[src/rtl/systolic_seq_ctrl.sv]
// systolic_seq_ctrl: job sequencer for a weight-stationary systolic tile.
// One job walks LOAD (ARRAY_SIZE B/A rows) -> RUN (RUN_CYCLES compute/capture)
// -> READ (drain ARRAY_SIZE result rows) -> FIN (one-cycle done) -> IDLE.
// Ports:
//   clk, rst            clock (rising edge), async active-low reset
//   start, abort        job request (IDLE only) / synchronous abort to IDLE
//   busy, done, err     status: not-IDLE, completion pulse, sticky protocol error
//   in_valid, in_ready  host row input handshake (LOAD only)
//   out_ready, res_valid host result handshake (READ only)
//   arr_*               tile controls; arr_read_valid is the tile's read strobe
module systolic_seq_ctrl #(
  parameter int ARRAY_SIZE    = 8,
  parameter int RUN_CYCLES    = 24,
  parameter int CAPTURE_START = 9
) (
  input  logic                          clk,
  input  logic                          rst,
  input  logic                          start,
  input  logic                          abort,
  output logic                          busy,
  output logic                          done,
  input  logic                          in_valid,
  output logic                          in_ready,
  input  logic                          out_ready,
  output logic                          res_valid,
  output logic                          err,
  output logic                          arr_enable,
  output logic                          arr_input_write,
  output logic                          arr_output_write,
  output logic                          arr_output_read,
  output logic [$clog2(ARRAY_SIZE)-1:0] arr_row_ptr,
  input  logic                          arr_read_valid
);

  localparam int PW   = $clog2(ARRAY_SIZE);
  localparam int MAXC = (RUN_CYCLES > ARRAY_SIZE + 1) ? RUN_CYCLES : ARRAY_SIZE + 1;
  localparam int CW   = $clog2(MAXC);

  localparam logic [2:0] S_IDLE = 3'd0;
  localparam logic [2:0] S_LOAD = 3'd1;
  localparam logic [2:0] S_RUN  = 3'd2;
  localparam logic [2:0] S_READ = 3'd3;
  localparam logic [2:0] S_FIN  = 3'd4;

  localparam logic [CW-1:0] LAST_ROW = CW'(ARRAY_SIZE - 1);
  localparam logic [CW-1:0] ROWS     = CW'(ARRAY_SIZE);
  localparam logic [CW-1:0] LAST_CYC = CW'(RUN_CYCLES - 1);
  localparam logic [CW-1:0] CAP_LO   = CW'(CAPTURE_START);
  // inclusive upper bound keeps the constant below RUN_CYCLES so it always fits CW
  localparam logic [CW-1:0] CAP_HI   = CW'(CAPTURE_START + ARRAY_SIZE - 1);

  generate
    if (CAPTURE_START + ARRAY_SIZE > RUN_CYCLES) begin : g_bad_cfg
      $error("systolic_seq_ctrl: CAPTURE_START+ARRAY_SIZE exceeds RUN_CYCLES");
    end
  endgenerate

  logic [2:0]    state;
  logic [CW-1:0] row_cnt, cyc_cnt, issued, received;

  logic st_load, st_run, st_read;
  logic accept, rd_issue, rd_take, start_ok;

  assign st_load  = (state == S_LOAD);
  assign st_run   = (state == S_RUN);
  assign st_read  = (state == S_READ);

  assign accept   = st_load & in_valid;
  assign rd_issue = st_read & out_ready & (issued != ROWS);
  // read_valid is only legitimate in READ while results are still owed
  assign rd_take  = st_read & arr_read_valid & (received != ROWS);
  assign start_ok = (state == S_IDLE) & start & ~abort;

  assign busy             = (state != S_IDLE);
  assign done             = (state == S_FIN);
  assign in_ready         = st_load;
  assign arr_enable       = st_load | st_run | st_read;
  assign arr_input_write  = accept;
  assign arr_row_ptr      = st_load ? row_cnt[PW-1:0] : '0;
  assign arr_output_write = st_run & (cyc_cnt >= CAP_LO) & (cyc_cnt <= CAP_HI);
  assign arr_output_read  = rd_issue;
  assign res_valid        = rd_take;

  always_ff @(posedge clk or negedge rst) begin
    if (!rst) begin
      state    <= S_IDLE;
      row_cnt  <= '0;
      cyc_cnt  <= '0;
      issued   <= '0;
      received <= '0;
    end else if (abort) begin
      state    <= S_IDLE;
      row_cnt  <= '0;
      cyc_cnt  <= '0;
      issued   <= '0;
      received <= '0;
    end else begin
      case (state)
        S_IDLE: if (start) begin
          state   <= S_LOAD;
          row_cnt <= '0;
        end
        S_LOAD: if (accept) begin
          if (row_cnt == LAST_ROW) begin
            state   <= S_RUN;
            row_cnt <= '0;
            cyc_cnt <= '0;
          end else begin
            row_cnt <= row_cnt + 1'b1;
          end
        end
        S_RUN: begin
          if (cyc_cnt == LAST_CYC) begin
            state    <= S_READ;
            cyc_cnt  <= '0;
            issued   <= '0;
            received <= '0;
          end else begin
            cyc_cnt <= cyc_cnt + 1'b1;
          end
        end
        S_READ: begin
          if (rd_issue) issued <= issued + 1'b1;
          if (rd_take) begin
            received <= received + 1'b1;
            if (received == LAST_ROW) state <= S_FIN;
          end
        end
        S_FIN:   state <= S_IDLE;
        default: state <= S_IDLE;
      endcase
    end
  end

  // a stray read_valid in the same cycle as an accepted start still flags
  always_ff @(posedge clk or negedge rst) begin
    if (!rst) err <= 1'b0;
    else if (arr_read_valid & ~rd_take) err <= 1'b1;
    else if (start_ok) err <= 1'b0;
  end

endmodule

[config.mk]
export PLATFORM = sky130hd
export DESIGN_NAME = systolic_seq_ctrl
export DESIGN_NICKNAME = d
export VERILOG_FILES = /design/src/rtl/systolic_seq_ctrl.sv
export SDC_FILE = /design/constraint.sdc
export NUM_CORES = 1
export LEC_CHECK = 0
export CORE_AREA = 2 2 66 68
export CTS_BUF_LIST = sky130_fd_sc_hd__clkbuf_8
export CTS_CLUSTER_DIAMETER = 200
export CTS_CLUSTER_SIZE = 24
export DETAILED_ROUTE_END_ITERATION = 10
export DIE_AREA = 0 0 68 70
export HOLD_SLACK_MARGIN = 0.12
export PLACE_DENSITY_LB_ADDON = 0.15
export SLEW_MARGIN = 30
export SYNTH_ARGS = -nofsm -noshare
export SYNTH_HDL_FRONTEND = slang
export SYNTH_SLANG_ARGS = --single-unit
[constraint.sdc]
create_clock -name clk -period 4.5 [get_ports clk]
set_input_delay 0.9 -clock clk [delete_from_list [all_inputs] [get_ports clk]]
set_output_delay 0.9 -clock clk [all_outputs]
set_load 0.01 [all_outputs]
==> summary.md <==
| Metric | Value |
|---|---|
| Highest-count cells in the layout ignoring fill and taps | `dfrtp_1, o21ai_0, clkdlybuf4s50_1, nand2_1, a21oi_1` |
| Die H | `70 um` |
| Static Leak | `0.728 nW` |
| Die W | `68 um` |
| Vias per Instance | `5.61` |
| Nets@finish | `209` |
| Synthesized area per cell | `8.67 um2` |
| Tcrit/Tclk final | `75.3%` |
| Num CTS Buffers | `3` |
| Slew Limit Fails | `0` |
| Relative slew slack | `48.7%` |
| WL per Instance | `14.7 um` |
| Yosys top cell by area | `dfrtp_1` |
| Slew @ Worst Pin | `0.768 ns` |
| Area delta synth->final | `17.5%` |
| GR Overflow Total | `0` |
| Worst-path clk slew | `0.08 ns` |
| Synthesized area | `1530 um2` |
| Total Wirelength | `3610 um` |
| Setup Crit Path Kind | `input pin to primary output` |
| Crit. End Element | `primary output` |
| Arrival @ worst endpoint | `2.49 ns` |
| Clk Latency, worst-skew pair | `0.26 ns` |
| Synth warn | `0` |
| Hold Path End | `row_cnt[4]` |
| H-tree levels | `1` |
| Synth Instances | `177` |
| Pwr/cell area | `224 nW/um2` |
| Hpwl dp | `2700 um` |
| Yosys top cell area share | `39.2%` |
| First-pass GRT wire length | `6290 um` |
| RSZ-0062 raised after global routing | `false` |
| Max Cap Viol | `0` |
| Hold_buf cts | `0` |
| Ys flop type | `dfrtp_1` |
| Min Tclk post-route | `3.39 ns` |
| Clk_skew | `0.00231 ns` |
| Initial antenna violation count | `0` |
| Tot GR Track Use | `16.8%` |
| Post-CTS Setup Inserts | `0` |
| Finished Layout Cells | `245` |
| Hold Path Origin | `row_cnt[4]` |
| Worst reg-to-reg setup slack | `2.49 ns` |
| Placer congestion estimate | `0.752` |
| Register-to-Register Path Depth | `6` |
| Number of flops mapped to enable cells by yosys | `0` |
| Status | `finished, final reports clean` |
| Port bufs | `18` |
| Clock Sinks | `24` |
| CP Data Required Time | `3.60 ns` |
| Num ports | `19` |
| Initial Util | `37.0%` |
| Max stage delay cell, worst path | `clkdlybuf4s50_1` |
| Clk buf depth | `2` |
| Async SR Flop Fraction | `100%` |
| Vias in the first global route | `1338` |
| Leading cell type in the layout, fill and taps excluded | `dfrtp_1` |
| Most Frequent Cell on Critical Path | `clkdlybuf4s50_1` |
| Fin Setup TNS | `0 ns` |
| Fmax | `295 MHz` |
| Worst r2r dst | `received[1]` |
| Drt pass-1 iters | `4` |
| # rows | `24` |
| DR iter-0 viols | `83` |
| Vias | `1375` |
| Seq/Total Area, Yosys | `39.2%` |
| Die area | `4760 um2` |
| Crit-path max FO | `3` |
| Crit path cell chain | `clkdlybuf4s50_1, nand2_1, nor4_1, clkdlybuf4s50_1` |
| Largest net degree at the start of global routing | `25` |
| FF+latch count, synth | `24` |
| Dpl cells | `241` |
| Cell variety after synth | `42` |
| Final Instance Area | `1800 um2` |
| Remaining DRCs | `0` |
| Worst hold path type | `register to register` |
| Max incr delay on CP | `0.62 ns` |
| Post-CTS sizing | `0` |
| Power consumption | `404 uW` |
| Synth area leaders | `dfrtp_1, ha_1, o21ai_0` |
| Net Count, Synth | `192` |
| Final Hold Fails | `0` |
| Core Area | `4140 um2` |
| CP Launch Type | `input pin` |
| Share of layout cells above drive strength 1 | `5.70%` |
| CTS tree | `yes` |
| CTS root buffer | `clkbuf_8` |
| Worst VDD drop | `0.0000855 V` |
| Endpoints failing setup | `0` |
| Reg2Reg Launch Point | `received[0]` |
| Hold-critical path depth | `1` |
| N_diodes | `0` |
| Antenna Violating Nets Remaining | `0` |
| Placed cell area | `1750 um2` |
==> critical path, delay by kind of cell <==
kind          cells  cell delay [ns]
buf+inv           2             1.13
simple gates      2             0.45
==> final cells by class <==
class	instances	area, um2
fillers	413	2340
multi-input cells	136	865
flip-flops and latches	24	601
repair buffers	18	175
well taps	52	65.1
clock buffers	4	55.1
inverters	11	41.3
==> logic make-up after synthesis <==
| family | synth area share, % |
|---|---|
| muxes | 2.85 |
| and+or+nand+nor | 28.6 |
| xor gates and xnor gates | 0.571 |
| AOI/OAI and AO/OA | 17.8 |
| buffers and inverters | 4.49 |
| adders and majority gates | 6.53 |
| DFF | 39.2 |
==> sequential cells by signal (all words and copies together), names as in the netlist <==
register,count
row_cnt,5
received,5
issued,5
state,3
err,1
cyc_cnt,5
==> metal layers <==
layer / track usage (%) / vias to the layer above / share of wire (%)
met5: 0 / - / 0
met4: 5.33 / 0 / 0.61
met3: 1.77 / 2 / 4.5
met2: 24.9 / 33 / 47
met1: 25.4 / 661 / 48
li1: - / 679 / -
==> worst max path at each step <==
stage / start / to / slack [ns] / cells after the start
2_1_floorplan: arr_read_valid / res_valid / 2.17 / 2
3_3_place_gp: arr_read_valid / res_valid / 1.17 / 4
3_5_place_dp: arr_read_valid / res_valid / 1.13 / 4
4_1_cts: arr_read_valid / res_valid / 1.12 / 4
5_1_grt: arr_read_valid / res_valid / 1.02 / 4
6_report: arr_read_valid / res_valid / 1.11 / 4
==> metrics by stage <==
| step | setup WS, ns | util (%) | hold slack, ns |
|---|---|---|---|
| global route | 1.02 | 43.5 | 0.560 |
| floorplan | 2.17 | - | 0.443 |
| CTS | 1.12 | 43.5 | 0.494 |
| global placement | 1.17 | 42.3 | 0.464 |
| detailed placement | 1.13 | 42.1 | 0.477 |
| finish | 1.11 | 43.5 | 0.494 |
==> synthesized netlist by cell type (2+ instances only) <==
| cell type | number |
|---|---|
| nor4bb_1 | 3 |
| or3_1 | 8 |
| nor4b_1 | 2 |
| nand3_1 | 6 |
| nor3b_1 | 2 |
| and2_1 | 7 |
| mux2_2 | 3 |
| a21oi_1 | 15 |
| o21ai_0 | 20 |
| clkbuf_1 | 4 |
| nor4_1 | 2 |
| ha_1 | 8 |
| nand2_1 | 15 |
| a21boi_0 | 2 |
| dfrtp_1 | 24 |
| nor2_1 | 14 |
| inv_1 | 11 |
| nand4_1 | 7 |
==> power by group <==
group	internal (mW)	total, mW	leakage [nW]	switching, mW
Sequential	0.217	0.220	0.330	0.00327
Clock	0.0781	0.147	0.0288	0.0689
Combinational	0.0154	0.0367	0.370	0.0213
Total	0.310	0.404	0.728	0.0934
Power figures use the tool's default switching activity.
==> variant (same flow settings) <==
Set the parameter `RUN_CYCLES` to 48 (it was 24).
--- a/src/rtl/systolic_seq_ctrl.sv
+++ b/src/rtl/systolic_seq_ctrl.sv
@@ -12,3 +12,3 @@
   parameter int ARRAY_SIZE    = 8,
-  parameter int RUN_CYCLES    = 24,
+  parameter int RUN_CYCLES    = 48,
   parameter int CAPTURE_START = 9
Behaviour: same outputs for any inputs over 10 cycles, from zero or initial values and one cycle with rst low; that may be too few to reach the edited logic, so the function may still have changed.
==> variant against the unedited design <==
  * Critical path type unchanged
  * Worst setup slack lost 97 ps
  * Core utilization grew 7.8 points
  * Routed wire length grew 12%
  * Sequential cell count grew 4
  * Area after synthesis grew 20%
  * Synthesized cell count grew 15%
  * Maximum frequency shrank 2.8%
  * Largest cell class unchanged
  * Design area grew 18%
Power is not compared: it rests on default switching activity, and its combinational part moved more than twofold at a synthesized area within 25%.
==> variant: results (changes against the unedited design) <==
[outcome]
outcome = completed

[placed_design]
dp_hpwl_mm = 2.95  ; +9.4%
placed_cells_incl_taps = 268  ; +11%
worst_setup_slack_before_clock_tree_synthesis_ps = 1040  ; -85.6 ps
globalplace.congestion = 0.797  ; +6.0%

[drt]
finalWirelength_mm = 4.06  ; +12%
drt_first_iter_violations = 104  ; +25%
vias_per_cell = 5.90  ; +5.1%
avgRoutedWirePerCell_um = 14.9  ; +1.2%

[worst_setup_path]
worstPathArrival_ps = 2590  ; +100 ps
cp_max_fo = 5  ; +2

[yosys]
syn_avg_cell_area_um2 = 9.06  ; +4.5%
synth_cell_types = 59  ; +40%
synth_compound_gate_area_share = 0.241  ; +0.0632
yosys.area_share.adder = 0.0609  ; -0.00432
yosys-mux-area-fraction = 0.0115  ; -0.0170
seq_area_frac_synth = 0.379  ; -0.0124
synth.top_cells.by_count = dfrtp_1 (28), o21ai_0 (15), nor2_1 (14)
synthXorXnorAreaFrac = 0.00474  ; -0.000970

[cts]
cts.clk_slew.worst_paths_ps = 100  ; +20 ps

[global_routing]
grt_max_degree = 29  ; +16%
grt_pass1_wl_mm = 6.98  ; +11%
grtUsageTotal = 0.187  ; +0.0192
first_global_vias = 1483  ; +11%

[finish]
fin_nets = 237  ; +13%
seqCellArea_um2 = 701  ; +17%
drive_gt1_frac = 0.0727  ; +0.0157
num-fill-cells = 397  ; -3.9%

[sta]
worst_margin_pin_slew_ps = 835  ; +66.7 ps

-- variant: worst paths after layout --
check	start	endpoint	slack, ps	cells after the start
worst min-delay path	row_cnt[5]	row_cnt[5]	500	1
worst max register to register	state[2]	received[1]	2320	4
worst min register to register	row_cnt[5]	row_cnt[5]	500	1
worst max-delay path	out_ready	arr_output_read	1010	5
max in group asynchronous	rst	row_cnt[0]	3220	2
min in group asynchronous	rst	issued[1]	1000	2
-- variant: metrics by stage --
stage | total power, W | instance area, um^2
finish | 0.000571 | 2130
global route | 0.000602 | 2130
CTS | 0.000577 | 2130
detailed placement | 0.000419 | 2070
global placement | 0.000417 | 2070
floorplan | 0.000360 | 1850
-- variant: power by group through the flow --
stage          registers (W)  clock network [W]  logic (W)
3_5_place_dp        0.000289                  0   0.000130
3_3_place_gp        0.000288                  0   0.000128
5_1_grt             0.000286           0.000173   0.000143
2_1_floorplan       0.000277                  0  0.0000830
4_1_cts             0.000284           0.000162   0.000131
6_report            0.000285           0.000157   0.000130
-- variant: layout make-up --
class,instances,share of cell area
Clock buffer,4,0.0259
Inverter,13,0.0230
Multi-Input combinational cell,156,0.503
Sequential cell,28,0.330
Tap cell,52,0.0306
Timing Repair Buffer,19,0.0883
-- variant: logic make-up (layout without fill, tap and decap cells) --
group	Yosys count	in the layout
buf+inv	20	36
flops	28	28
compound gates	64	64
xor+xnor	1	1
fa+ha+maj	9	9
mux	2	2
simple gates	80	80
-- variant: routing by layer --
| metal | global-route usage | part of all wire | vias to the layer above |
|---|---|---|---|
| met3 | 0.0193 | 0.019 | 6 |
| met5 | 0 | 0 | - |
| li1 | - | - | 785 |
| met2 | 0.317 | 0.53 | 25 |
| met1 | 0.253 | 0.44 | 788 |
| met4 | 0.0444 | 0.011 | 0 |
